`src/rtl/ps2_key_pkg.sv`:
```
// Shared constants and types for the PS/2 key event tracker.
// Contents: scan-code bytes, game key codes, the event word layout,
// the decoder state enum and the scan-code to key-code lookups.
package ps2_key_pkg;

   localparam int unsigned BYTE_W  = 8;
   localparam int unsigned WORD_W  = 16;
   localparam int unsigned CODE_W  = 3;
   localparam int unsigned KEYS    = 5;
   localparam int unsigned REL_BIT = 15;

   // Prefix bytes
   localparam logic [BYTE_W-1:0] SC_F0 = 8'hF0;
   localparam logic [BYTE_W-1:0] SC_E0 = 8'hE0;

   // Non-extended game scan codes
   localparam logic [BYTE_W-1:0] SC_1C = 8'h1C;
   localparam logic [BYTE_W-1:0] SC_23 = 8'h23;
   localparam logic [BYTE_W-1:0] SC_1D = 8'h1D;
   localparam logic [BYTE_W-1:0] SC_1B = 8'h1B;
   localparam logic [BYTE_W-1:0] SC_29 = 8'h29;

   // Extended (E0-prefixed) game scan codes
   localparam logic [BYTE_W-1:0] SC_6B = 8'h6B;
   localparam logic [BYTE_W-1:0] SC_74 = 8'h74;
   localparam logic [BYTE_W-1:0] SC_75 = 8'h75;
   localparam logic [BYTE_W-1:0] SC_72 = 8'h72;

   // Game key codes; 0 means "not a game key"
   localparam logic [CODE_W-1:0] KEY_NONE  = 3'd0;
   localparam logic [CODE_W-1:0] KEY_LEFT  = 3'd1;
   localparam logic [CODE_W-1:0] KEY_RIGHT = 3'd2;
   localparam logic [CODE_W-1:0] KEY_UP    = 3'd3;
   localparam logic [CODE_W-1:0] KEY_DOWN  = 3'd4;
   localparam logic [CODE_W-1:0] KEY_SHOOT = 3'd5;

   // Event word as seen by the CPU: bit15 release flag, bits[2:0] key code
   typedef struct packed {
      logic                            release_flag;
      logic [WORD_W-CODE_W-2:0]        zero;
      logic [CODE_W-1:0]               code;
   } key_event_t;

   typedef enum logic [1:0] {
      ST_IDLE,
      ST_EXT,
      ST_BRK,
      ST_EXT_BRK
   } dec_state_t;

   // Key code for a byte that arrived without an E0 prefix
   function automatic logic [CODE_W-1:0] norm_code(input logic [BYTE_W-1:0] b);
      case (b)
         SC_1C:   norm_code = KEY_LEFT;
         SC_23:   norm_code = KEY_RIGHT;
         SC_1D:   norm_code = KEY_UP;
         SC_1B:   norm_code = KEY_DOWN;
         SC_29:   norm_code = KEY_SHOOT;
         default: norm_code = KEY_NONE;
      endcase
   endfunction

   // Key code for a byte that followed an E0 prefix (E0 29 is not a game key)
   function automatic logic [CODE_W-1:0] ext_code(input logic [BYTE_W-1:0] b);
      case (b)
         SC_6B:   ext_code = KEY_LEFT;
         SC_74:   ext_code = KEY_RIGHT;
         SC_75:   ext_code = KEY_UP;
         SC_72:   ext_code = KEY_DOWN;
         default: ext_code = KEY_NONE;
      endcase
   endfunction

endpackage

```
`src/rtl/key_event_fifo.sv`:
```
// First-word fall-through event FIFO: storage, pointers and count only.
// Ports: clk, reset (sync, active-high), push/din write side,
// pop/dout read side (dout is 0 when empty), empty, full.
// A pop while empty is ignored; a push while full only lands if a pop
// happens in the same cycle.
module key_event_fifo #(
   parameter int unsigned DEPTH = 8,
   parameter int unsigned AW    = 3
) (
   input  logic        clk,
   input  logic        reset,
   input  logic        push,
   input  logic [15:0] din,
   input  logic        pop,
   output logic [15:0] dout,
   output logic        empty,
   output logic        full
);

   localparam int unsigned CW = AW + 1;

   logic [15:0]   mem [DEPTH];
   logic [AW-1:0] wr_ptr;
   logic [AW-1:0] rd_ptr;
   logic [CW-1:0] count;
   logic          do_push;
   logic          do_pop;

   assign empty   = (count == '0);
   assign full    = (count == CW'(DEPTH));
   assign do_pop  = pop && !empty;
   assign do_push = push && (!full || do_pop);
   assign dout    = empty ? 16'h0000 : mem[rd_ptr];

   // Pointers and occupancy; pointers wrap naturally at 2**AW
   always_ff @(posedge clk) begin
      if (reset) begin
         wr_ptr <= '0;
         rd_ptr <= '0;
         count  <= '0;
      end else begin
         if (do_push) wr_ptr <= wr_ptr + AW'(1);
         if (do_pop)  rd_ptr <= rd_ptr + AW'(1);
         count <= count + CW'(do_push) - CW'(do_pop);
      end
   end

   // Storage is not reset; empty gates what the reader sees
   always_ff @(posedge clk) begin
      if (do_push) mem[wr_ptr] <= din;
   end

endmodule

```
`src/rtl/ps2_key_event_tracker.sv`:
```
// Scan-code decoder, held-key bitmap and event queue for the game keys.
// Ports: clk, reset (sync, active-high); byte_valid/byte_data from the
// PS/2 receiver; rd_en pops the head event; clr_overflow clears overflow.
// Outputs: keyboard_input (head event, 0 when empty), event_valid,
// key_state (bit0 left .. bit4 shoot), overflow (sticky drop flag).
module ps2_key_event_tracker
   import ps2_key_pkg::*;
#(
   parameter int unsigned DEPTH = 8,
   parameter int unsigned AW    = 3
) (
   input  logic              clk,
   input  logic              reset,
   input  logic              byte_valid,
   input  logic [BYTE_W-1:0] byte_data,
   input  logic              rd_en,
   input  logic              clr_overflow,
   output logic [WORD_W-1:0] keyboard_input,
   output logic              event_valid,
   output logic [KEYS-1:0]   key_state,
   output logic              overflow
);

   dec_state_t        state;
   logic [CODE_W-1:0] code_c;
   logic              press_c;
   logic              release_c;
   logic [KEYS-1:0]   key_mask_c;
   logic              press_new_c;
   logic              release_new_c;
   logic              push_c;
   logic              drop_c;
   logic              fifo_empty;
   logic              fifo_full;
   key_event_t        event_c;

   // Classify the incoming byte against the current prefix state
   always_comb begin
      code_c    = KEY_NONE;
      press_c   = 1'b0;
      release_c = 1'b0;
      if (byte_valid) begin
         case (state)
            ST_IDLE: begin
               if (byte_data != SC_F0 && byte_data != SC_E0) begin
                  code_c  = norm_code(byte_data);
                  press_c = (code_c != KEY_NONE);
               end
            end
            ST_EXT: begin
               if (byte_data != SC_F0) begin
                  code_c  = ext_code(byte_data);
                  press_c = (code_c != KEY_NONE);
               end
            end
            ST_BRK: begin
               code_c    = norm_code(byte_data);
               release_c = (code_c != KEY_NONE);
            end
            ST_EXT_BRK: begin
               code_c    = ext_code(byte_data);
               release_c = (code_c != KEY_NONE);
            end
            default: ;
         endcase
      end
   end

   // Only edges of the held bitmap produce events; typematic repeats and
   // releases of unheld keys are swallowed here
   always_comb begin
      key_mask_c = '0;
      if (code_c != KEY_NONE) key_mask_c = KEYS'(1) << (code_c - CODE_W'(1));
   end

   assign press_new_c   = press_c   && ((key_state & key_mask_c) == '0);
   assign release_new_c = release_c && ((key_state & key_mask_c) != '0);
   assign push_c        = press_new_c || release_new_c;
   assign drop_c        = push_c && fifo_full && !rd_en;

   always_comb begin
      event_c              = '0;
      event_c.release_flag = release_new_c;
      event_c.code         = code_c;
   end

   // Decoder FSM, held-key bitmap and sticky overflow
   always_ff @(posedge clk) begin
      if (reset) begin
         state     <= ST_IDLE;
         key_state <= '0;
         overflow  <= 1'b0;
      end else begin
         if (byte_valid) begin
            case (state)
               ST_IDLE: begin
                  if (byte_data == SC_F0)      state <= ST_BRK;
                  else if (byte_data == SC_E0) state <= ST_EXT;
               end
               ST_EXT: begin
                  if (byte_data == SC_F0) state <= ST_EXT_BRK;
                  else                    state <= ST_IDLE;
               end
               default: state <= ST_IDLE;
            endcase
         end
         if (press_new_c)   key_state <= key_state | key_mask_c;
         if (release_new_c) key_state <= key_state & ~key_mask_c;
         // A drop in the same cycle as a clear leaves the flag set
         if (drop_c)            overflow <= 1'b1;
         else if (clr_overflow) overflow <= 1'b0;
      end
   end

   key_event_fifo #(
      .DEPTH (DEPTH),
      .AW    (AW)
   ) u_fifo (
      .clk   (clk),
      .reset (reset),
      .push  (push_c),
      .din   (event_c),
      .pop   (rd_en),
      .dout  (keyboard_input),
      .empty (fifo_empty),
      .full  (fifo_full)
   );

   assign event_valid = !fifo_empty;

endmodule

```
`config.mk`:
```
export PLATFORM = sky130hd
export DESIGN_NAME = ps2_key_event_tracker
export DESIGN_NICKNAME = d
export VERILOG_FILES = /design/src/rtl/ps2_key_pkg.sv /design/src/rtl/key_event_fifo.sv /design/src/rtl/ps2_key_event_tracker.sv
export SDC_FILE = /design/constraint.sdc
export NUM_CORES = 1
export LEC_CHECK = 0
export ABC_AREA = 1
export ABC_CLOCK_PERIOD_IN_PS = 4310
export BUFFER_PORTS_ARGS = -buffer_cell sky130_fd_sc_hd__buf_2
export CAP_MARGIN = 5
export CORE_MARGIN = 2
export CORE_UTILIZATION = 58
export DETAILED_ROUTE_END_ITERATION = 8
export GPL_ROUTABILITY_DRIVEN = 0
export GPL_TIMING_DRIVEN = 0
export PLACE_DENSITY = 0.83
export RECOVER_POWER = 100
export SETUP_SLACK_MARGIN = 0.4
export SYNTH_ARGS = -nofsm -noshare
export SYNTH_HDL_FRONTEND = slang
export SYNTH_SLANG_ARGS = --single-unit
export TNS_END_PERCENT = 20
```
`constraint.sdc`:
```
create_clock -name clk -period 4.31 [get_ports clk]
set_clock_uncertainty 0.15 [all_clocks]
set_input_delay 1.0775 -clock clk [delete_from_list [all_inputs] [get_ports clk]]
set_output_delay 1.0775 -clock clk [all_outputs]
set_load 0.01 [all_outputs]
```
==> metrics.log <==
[metrics] Total Die Area: 0.00570 mm2
[metrics] Initial Util: 0.591
[metrics] final setup violation count: 0
[metrics] area post-placement: 0.00327 mm2
[metrics] VDD IR-drop max: roughly 0.00016 V
[metrics] clock root buffer master: clkbuf_8
[metrics] number of max-slew violations in the final report: 0
[metrics] cells taking the most area after synthesis: edfxtp_1, dfxtp_1, nor2_1, nand2_1, inv_1
[metrics] hpwl dp: 4330 um
[metrics] clock tree sinks: 53
[metrics] CP Data Required Time: 4.35 ns
[metrics] result of the run: completed
[metrics] Min-Delay Path Class: reg -> reg
[metrics] CTS buffer count: 5
[metrics] area share of the leading cell type in the synthesized netlist: 0.324
[metrics] Seq/Total Area, Yosys: 0.466
[metrics] DR pass1 iterations: 4
[metrics] total area of multi-input combinational cells: around 0.0014 mm2
[metrics] count of unique library cells instantiated by Yosys: 33
[metrics] worst-case reg-to-reg path depth: 20
[metrics] post-layout utilization of the core: 0.697
[metrics] leakage dissipation: between 1 and 1.5 nW
[metrics] final layout net count: 432
[metrics] measured slew at the worst slew-check pin: 0.705 ns
[metrics] min cycle time layout: between 4 and 5 ns
[metrics] hold violation count in the final report: 0
[metrics] cell count after synthesis: 358
[metrics] buffers from clock root to sink, at most: 2
[metrics] CORE AREA: 0.00501 mm2
[metrics] pin count of the biggest net entering global routing: 17
[metrics] area growth from synthesis to final layout: 17.9%
[metrics] post-detailed-route DRC marker count: 0
[metrics] post-route design area: around 0.0035 mm2
[metrics] element type at the critical path end: flip-flop
[metrics] H-tree level count: 2
[metrics] post-synthesis area per instance: just over 8 um2
[metrics] setup repair after global routing missed its margin: true
[metrics] via count normalized by instance count: 5.13
[metrics] setup slack of the most critical reg-to-reg path: 0.86 ns
[metrics] Port Buffer Count: 22
[metrics] horizontal die dimension: approximately 75 um
[metrics] number of nets with antenna violations after detailed routing: 0
[metrics] final-layout fill cell count: 415
[metrics] total length of routed wires: 6310 um
[metrics] Setup crit start kind: input port
[metrics] insertion delay to the later sink of the worst-skew pair: 0.30 ns
[metrics] via count of the first global-routing pass: 2235
[metrics] first-pass GRT wire length: 9260 um
[metrics] crit path DAT: 4.05 ns
[metrics] remaining global-route overflow: 0
[metrics] DR iter-0 viols: 129
[metrics] headroom to the max-slew limit: 0.530
[metrics] GRT Resource Usage Total: 0.213
[metrics] number of stages on the worst hold path: 2
[metrics] FF/Latch Area: 0.00138 mm2
[metrics] share of final-layout standard cells stronger than drive strength 1: 0.256
[metrics] R2R Path End: u_fifo.count[1]
[metrics] Crit Reg-Reg Startpoint: state[1]
[metrics] type of the worst setup path: in -> reg
[metrics] average routed wire per standard cell: about 13 um
[metrics] share of the clock period used by the worst path after layout: 0.930
[metrics] std cell rows: 26
[metrics] #FFs+latches synth: 53
[metrics] clock tree from TritonCTS: yes
[metrics] maxcap violations: 0
[metrics] clock-pin slew of the registers on the worst-case setup and hold paths: 0.09 ns
[metrics] number of warning messages in the yosys log: 0
[metrics] Ant. Diodes: 0
[metrics] Via Count: 2463
[metrics] number of primary I/O pins: 36
[metrics] Max Clock Freq: 0.249 GHz
[metrics] power density normalized to cell area: 360 mW/mm2
[metrics] number of hold-repair buffers added at the cts stage: 0
[metrics] initial antenna violation count: 0
[metrics] synthesized cell area: 0.00296 mm2
[metrics] highest fanout seen on the critical path: 4
[metrics] dominant cell type by area after synthesis: edfxtp_1
[metrics] Die Span Y: about 75 um
report_power, final:
group,total (mW),switching [mW],internal (mW)
Combinational,0.410,0.264,0.146
Sequential,0.578,0.0161,0.562
Clock,0.271,0.156,0.115
cell type report:
cell class / instances / share of cell area
repair buffers: 33 / 0.0537
inverters: 49 / 0.0562
well taps: 70 / 0.0251
plain buffers: 21 / 0.0408
multi-input cells: 246 / 0.404
clock inverters: 2 / 0.00430
clock buffers: 6 / 0.0208
flip-flops and latches: 53 / 0.395
Yosys cell counts (all sizes together):
library cell,instances
nor2,69
nand2,67
inv,48
edfxtp,32
o21ai,26
nand3,22
dfxtp,21
buf,18
a21oi,17
ha,9
nand4,9
a31oi,4
o22ai,4
clkbuf,3
nand3b,2
a211oi,1
a311oi,1
clkinv,1
conb,1
fa,1
nor3,1
xor2,1
cells by family after synthesis:
kind of cell,share of synthesized area
adder cells (fa/ha/maj),0.0448
AO/OA/AOI/OAI,0.0976
buffers and inverters,0.111
XOR/XNOR,0.00296
AND/OR/NAND/NOR,0.277
other,0.00127
flip-flops,0.466
through the flow:
step | cells | power, mW | hold slack [ns] | TNS, ns | setup WS [ns]
floorplan | 369 | 0.880 | 0.283 | 0 | 0.375
global placement | 461 | 0.980 | 0.290 | -3.58 | -0.178
detailed placement | 461 | 1.00 | 0.307 | -5.66 | -0.235
CTS | 471 | 1.27 | 0.320 | 0 | 0.409
global route | 480 | 1.34 | 0.347 | 0 | 0.112
finish | 480 | 1.26 | 0.321 | 0 | 0.301
per-layer routing:
layer  vias up  wire, um  GRT usage
met3        14       233     0.0357
li1       1253         -          -
met2        58      3260      0.412
met4         0       113     0.0585
met5         -         0          0
met1      1138      2700      0.240
layout by cell type, fill, tap and decap left out, drive strengths merged:
cell	n
clkinvlp	2
conb	12
buf	36
clkinv	1
nor3	1
ha	9
o22ai	4
a21oi	17
edfxtp	32
nand2	67
xor2	1
o21ai	26
nand4	9
a31oi	4
fa	1
nor2	69
dfxtp	21
a311oi	1
nand3b	2
inv	48
clkbuf	24
nand3	22
a211oi	1
worst max-delay path, stage by stage:
cell	delay [ns]
clkbuf_1	0.18
inv_2	0.08
nand2_2	0.08
nor2_1	0.07
nand3_1	0.16
nand3b_1	0.12
a21oi_1	0.31
inv_2	0.08
ha_4	0.28
inv_2	0.04
nor2_4	0.17
nand3_2	0.12
nor2_2	0.14
nand2_1	0.07
nand2_2	0.07
nor2_4	0.06
nand3_2	0.07
nand3_2	0.09
inv_2	0.09
ha_4	0.12
inv_2	0.04
fa_2	0.51
nor2_1	0.04
what timing repair did:
action                                 4_1_cts  5_1_grt
endpoints found under the hold margin        0        0
pin swaps                                    4       24
setup endpoints to repair                   48       40
gates resized for setup                      2       34
cloned                                       0        0
buffers inserted                             2        9
worst max path at each step:
stage / from / end / slack, ns
floorplan: byte_data[7] / u_fifo.count[1] / 0.37
global placement: byte_data[7] / u_fifo.count[2] / -0.18
detailed placement: byte_data[7] / u_fifo.count[1] / -0.24
CTS: byte_data[7] / u_fifo.count[2] / 0.41
global route: byte_data[3] / u_fifo.count[2] / 0.11
finish: byte_data[3] / u_fifo.count[1] / 0.30
Power figures use the tool's default switching activity.
